[src/rtl/icache_dm.sv]
// Direct-mapped instruction cache: 4-word lines, zero-latency hits, 4-beat in-order refill.
// Single clock, synchronous active-high reset.
module icache_dm #(
  parameter int unsigned ADDRESS_WIDTH = 32,
  parameter int unsigned LINES         = 16
) (
  input  logic                     clk,
  input  logic                     rst,
  input  logic [ADDRESS_WIDTH-1:0] PCF,
  output logic [31:0]              InstrF,
  output logic                     StallF,
  input  logic                     inval,
  output logic                     mem_req,
  output logic [ADDRESS_WIDTH-1:0] mem_addr,
  input  logic [31:0]              mem_rdata,
  input  logic                     mem_rvalid,
  output logic [31:0]              miss_count
);

  localparam int unsigned IdxW = $clog2(LINES);
  localparam int unsigned TagW = ADDRESS_WIDTH - 4 - IdxW;
  localparam logic [31:0] Nop  = 32'h0000_0013;

  typedef enum logic [0:0] {StIdle, StRefill} state_e;

  state_e            state_q;
  logic [LINES-1:0]  valid_q;
  logic [TagW-1:0]   tag_q [LINES];
  logic [31:0]       data_q [LINES][4];
  logic [1:0]        beat_q;
  logic [TagW-1:0]   refill_tag_q;
  logic [IdxW-1:0]   refill_idx_q;
  logic              inval_pend_q;
  logic              mem_req_q;
  logic [31:0]       miss_count_q;

  logic [1:0]        pc_off;
  logic [IdxW-1:0]   pc_idx;
  logic [TagW-1:0]   pc_tag;
  logic              hit;
  logic              unused_pcf;

  assign pc_off     = PCF[3:2];
  assign pc_idx     = PCF[IdxW+3:4];
  assign pc_tag     = PCF[ADDRESS_WIDTH-1:IdxW+4];
  assign unused_pcf = ^PCF[1:0];

  assign hit = (state_q == StIdle) && valid_q[pc_idx] && (tag_q[pc_idx] == pc_tag);

  assign StallF     = ~hit;
  // Reset forces NOP even if a still-valid line would hit before the reset edge.
  assign InstrF     = (hit && !rst) ? data_q[pc_idx][pc_off] : Nop;
  assign mem_req    = mem_req_q;
  assign mem_addr   = {refill_tag_q, refill_idx_q, 4'b0000};
  assign miss_count = miss_count_q;

  always_ff @(posedge clk) begin
    if (rst) begin
      state_q      <= StIdle;
      valid_q      <= '0;
      beat_q       <= '0;
      refill_tag_q <= '0;
      refill_idx_q <= '0;
      inval_pend_q <= 1'b0;
      mem_req_q    <= 1'b0;
      miss_count_q <= '0;
    end else begin
      if (inval) valid_q <= '0;
      unique case (state_q)
        StIdle: begin
          if (!hit) begin
            state_q      <= StRefill;
            refill_tag_q <= pc_tag;
            refill_idx_q <= pc_idx;
            beat_q       <= '0;
            inval_pend_q <= 1'b0;
            mem_req_q    <= 1'b1;
            miss_count_q <= miss_count_q + 32'd1;
          end
        end
        StRefill: begin
          if (inval) inval_pend_q <= 1'b1;
          if (mem_rvalid) begin
            beat_q <= beat_q + 2'd1;
            if (beat_q == 2'd3) begin
              // An invalidate seen at any point in the refill leaves the line invalid.
              tag_q[refill_idx_q]   <= refill_tag_q;
              valid_q[refill_idx_q] <= !(inval || inval_pend_q);
              state_q               <= StIdle;
              mem_req_q             <= 1'b0;
            end
          end
        end
        default: state_q <= StIdle;
      endcase
    end
  end

  always_ff @(posedge clk) begin
    if (!rst && (state_q == StRefill) && mem_rvalid) begin
      data_q[refill_idx_q][beat_q] <= mem_rdata;
    end
  end

endmodule

[config.mk]
export PLATFORM = sky130hd
export DESIGN_NAME = icache_dm
export DESIGN_NICKNAME = d
export VERILOG_FILES = /design/src/rtl/icache_dm.sv
export SDC_FILE = /design/constraint.sdc
export NUM_CORES = 2
export LEC_CHECK = 0
export BUFFER_PORTS_ARGS = -buffer_cell sky130_fd_sc_hd__buf_2
export CORE_UTILIZATION = 40
export DETAILED_ROUTE_END_ITERATION = 16
export GPL_TIMING_DRIVEN = 0
export PLACE_DENSITY = 0.55
export REMOVE_ABC_BUFFERS = 1
export SLEW_MARGIN = 20
export SYNTH_ARGS = -nofsm -noshare
export SYNTH_HDL_FRONTEND = slang
export SYNTH_SLANG_ARGS = --single-unit
[constraint.sdc]
create_clock -name clk -period 5.4 [get_ports clk]
set_input_delay 1.08 -clock clk [delete_from_list [all_inputs] [get_ports clk]]
set_output_delay 1.08 -clock clk [all_outputs]
set_load 0.02 [all_outputs]
==> flow_summary_export.csv <==
group,metric,value,unit
worst_setup_path,cp.arrival,4.67,ns
worst_setup_path,critPathLaunchType,"input port",
route,firstDrtPassIters,7,
timing,max_clock_freq,174.0,MHz
power_and_ir_drop,comb_power_share,4.9,%
flow_run,drv_cap,0,
route,route.detailed.drc,0,
grt,grt_max_degree,70,
timing,worst_slack,-0.3475,ns
timing,skew,0.08063,ns
yosys,synth_edf_count,2432,
place,placed_area,105000,sq um
power_and_ir_drop,peakVddDrop,0.2798,mV
final_layout,fin_area,115200,sq um
worst_setup_path,worst_path_max_delay_cell,"mux4_2",
route,wl_per_cell,32.32,um
timing,worstMarginPinSlew,1.099,ns
place,dpl.hpwl,156.1,mm
power_and_ir_drop,powerDensity,352.2,nW/um^2
timing,finalHoldViolCount,0,
grt,antenna_found_initial,24,
worst_setup_path,cp-end-kind,"output pin",
yosys,syn_inst,4093,
clocking,cts_htree_levels,5,
clocking,cts_root_buf,"clkbuf_16",
die,die_h,493.9,um
status,violations,"setup timing",
grt,grtUsageMet1,27.91,%
clocking,clk_latency,0.92,ns
route,ant_nets,0,
worst_setup_path,crit_required,4.32,ns
worst_setup_path,critPathKind,"input port to output pin",
yosys,postSynth.asyncResetShare,0,%
power_and_ir_drop,p_sw,0.008431,W
timing,setup_viol,32,
final_layout,layout-drive-gt1-share,35.12,%
grt,grt_pass1_vias,46370,
power_and_ir_drop,seqPwrFrac,52.9,%
place,gp_congestion,0.7237,
grt,grt.met2_usage,35.55,%
clocking,numCtsBuffers,275,
die,boundaryPins,166,
yosys,synth_area_per_cell,23.64,sq um
yosys,seq_area_frac_synth,77.14,%
die,rows,180,
grt,grt_use_total,21.03,%
timing,rsz0062_at_grt,"yes",
place,numPortBuffers,159,
timing,drv_slew,0,
timing,relSlewSlack,26.72,%
worst_setup_path,slowest_delay,0.51,ns
route,via_per_inst,5.710,
clocking,cts_tree,"done",
worst_setup_path,cp_common_cell,"buf_16",
yosys,ys_ff_latch,2513,
timing,fin_crit_sh,106.4,%
status,outcome,"finished, violations left",
yosys,syn_area,96770,sq um
die,die_w,493.9,um
worst_setup_path,crit_fanout,10,
power_and_ir_drop,leakage,36.08,nW
grt,grt-ovfl-total,0,
final_layout,fin_nets,4643,
clocking,clk_pin_slew,0.06,ns
min_path,min_path_type,"input port to flop",
timing,period_needed,5.747,ns
power_and_ir_drop,p_int,0.03216,W
clocking,cts_buffer_depth,4,
yosys,ys_types,61,
route,routed-via-count,45390,
route,first_iter_violations,4429,
power_and_ir_drop,p_total,0.04059,W
clocking,clock-sinks,2513,
worst_setup_path,cp_cell_sequence,"buf_16 -> buf_16 -> mux4_2 -> nor2b_4 -> a211oi_2 -> a21oi_2 -> xnor2_2 -> nand4_1 -> a211oi_4 -> nand4_4 -> or2_4 -> buf_16 -> buf_4 -> nor2b_4 -> buf_6",
yosys,ys.warnings.count,0,
yosys,synth-main-ff-cell,"edfxtp_1",
final_layout,postLayoutCoreUtil,47.91,%
clocking,hold_buffers,0,
grt,busiest_layer,"met2",
grt,grt_first_pass_wirelength,359.1,mm
die,die_area,243900,sq um
route,routed_wl,256.9,mm
power_and_ir_drop,power.clock.fraction,42.2,%
grt,use_met3,4.186,%
final_layout,syn2layout_area_growth,19.09,%
power_and_ir_drop,swShare,20.77,%
die,start_util,40.23,%
die,design.core.area,240500,sq um
==> worst paths after layout <==
check / start / to / slack (ns) / cells past startpoint
min reg2reg: valid_q[11]$_SDFF_PP0_ / valid_q[11]$_SDFF_PP0_ / 0.49 / 2
max reg2reg: tag_q[6][19]$_DFFE_PP_ / miss_count[31]$_SDFFE_PP0P_ / 1.06 / 10
min: PCF[11] / refill_tag_q[3]$_SDFFE_PP0P_ / 0.43 / 3
max: PCF[5] / InstrF[13] / -0.35 / 15
==> area by class of cell <==
type	instances	area (sq um)
fillers	19280	125300
repair buffers	424	6695
multi-input cells	1339	21810
well taps	3185	3985
inverters	17	63.81
clock inverters	123	818.3
diodes	5	12.51
flip-flops and latches	2513	74650
clock buffers	342	7206
==> cell usage after synthesis, types with 7 or more instances <==
cell / number / area, sq um
nand4_1: 7 / 43.79
o21ai_0: 11 / 55.05
xnor2_1: 28 / 245.2
or4_1: 21 / 157.7
clkbuf_1: 122 / 457.9
mux2i_1: 70 / 700.7
buf_4: 10 / 75.07
nor2b_4: 10 / 137.6
nand3_1: 19 / 95.09
a211oi_1: 9 / 67.56
buf_1: 13 / 48.80
buf_2: 63 / 315.3
a31oi_1: 11 / 68.82
o31ai_1: 22 / 165.2
inv_1: 17 / 63.81
nor2b_1: 32 / 200.2
nor2_1: 136 / 510.5
or3_1: 9 / 56.30
mux4_2: 750 / 16890
a221oi_1: 7 / 61.31
xor2_1: 16 / 140.1
mux2_2: 17 / 191.4
a21oi_1: 49 / 245.2
dfxtp_1: 81 / 1622
buf_6: 15 / 168.9
nand2_1: 35 / 131.4
edfxtp_1: 2432 / 73030
==> power groups by stage <==
stage	registers [W]	clock network (W)	logic (W)
after floorplan	0.0219	0	0.000805
after global placement	0.0219	0	0.00249
after detailed placement	0.0219	0	0.00178
after CTS	0.0215	0.0175	0.00196
after global routing	0.0215	0.0182	0.00208
final	0.0215	0.0171	0.00197
==> per-stage QoR <==
step           instances  hold WS (ns)  setup slack [ns]  setup TNS (ns)
2_1_floorplan       3869        0.4479            0.2599               0
3_3_place_gp        7213        0.4673            -26.66        -6545.96
3_5_place_dp        7389        0.4696            -2.703         -120.32
4_1_cts             7919        0.3704           -0.3967          -8.598
5_1_grt             7946        0.4066           -0.3897          -8.575
6_report            7948        0.4301           -0.3475          -6.717
==> cell families (layout without fill, tap and decap cells) <==
logic type / after synthesis / count (layout) / synth area share, %
AOI/OAI and AO/OA: 148 / 148 / 1.040
xor gates and xnor gates: 44 / 44 / 0.3982
other: 1 / 9 / 0.003875
buffers and inverters: 244 / 906 / 1.240
adders and majority gates: 5 / 5 / 0.06465
DFF: 2513 / 2513 / 77.14
and+or+nand+nor: 295 / 295 / 1.585
muxes: 843 / 843 / 18.53
==> routing by layer <==
metal	wire length [um]	vias to the layer above	part of all wire, %
met4	5852	8	2.3
met1	104200	24950	41
li1	-	18550	-
met2	130800	1535	51
met3	15970	344	6.2
met5	55	-	0.021
==> repair_timing <==
| item | CTS | global route |
|---|---|---|
| resized for setup | 104 | 28 |
| endpoints found under the setup margin | 68 | 33 |
| pin swaps | 7 | 8 |
| setup buffers | 32 | 20 |
| gates cloned | 33 | 4 |
==> layout by cell type (no fill, tap or decap), types with 18 or more instances in the layout <==
cell	netlist	final
or4_1	21	21
nand2_1	35	32
o31ai_1	22	21
clkinv_1	0	66
xnor2_1	28	25
nor2_1	136	54
clkbuf_1	122	62
mux2i_1	70	67
buf_2	63	120
mux4_2	750	750
buf_6	15	33
clkinv_2	0	34
nand3_1	19	18
dfxtp_1	81	81
edfxtp_1	2432	2432
clkbuf_16	0	281
buf_12	2	137
nor2_4	0	81
buf_4	10	41
bufbuf_16	0	27
buf_16	0	61
nor2b_4	10	28
a21oi_1	49	47
==> critical path: cells and delay by family <==
| kind | cells | cell delay, ns |
|---|---|---|
| simple gates | 5 | 1.26 |
| xor+xnor | 1 | 0.24 |
| buf+inv | 5 | 0.80 |
| mux | 1 | 0.51 |
| compound gates | 3 | 0.71 |
==> sequential cells by signal, summed over array words and instances, names as in the netlist <==
name / cells
beat_q: 2
data_q: 2048
inval_pend_q: 1
mem_req: 1
miss_count: 32
refill_idx_q: 4
refill_tag_q: 24
state_q: 1
tag_q: 384
valid_q: 16
(Power assumes the default switching activity.)
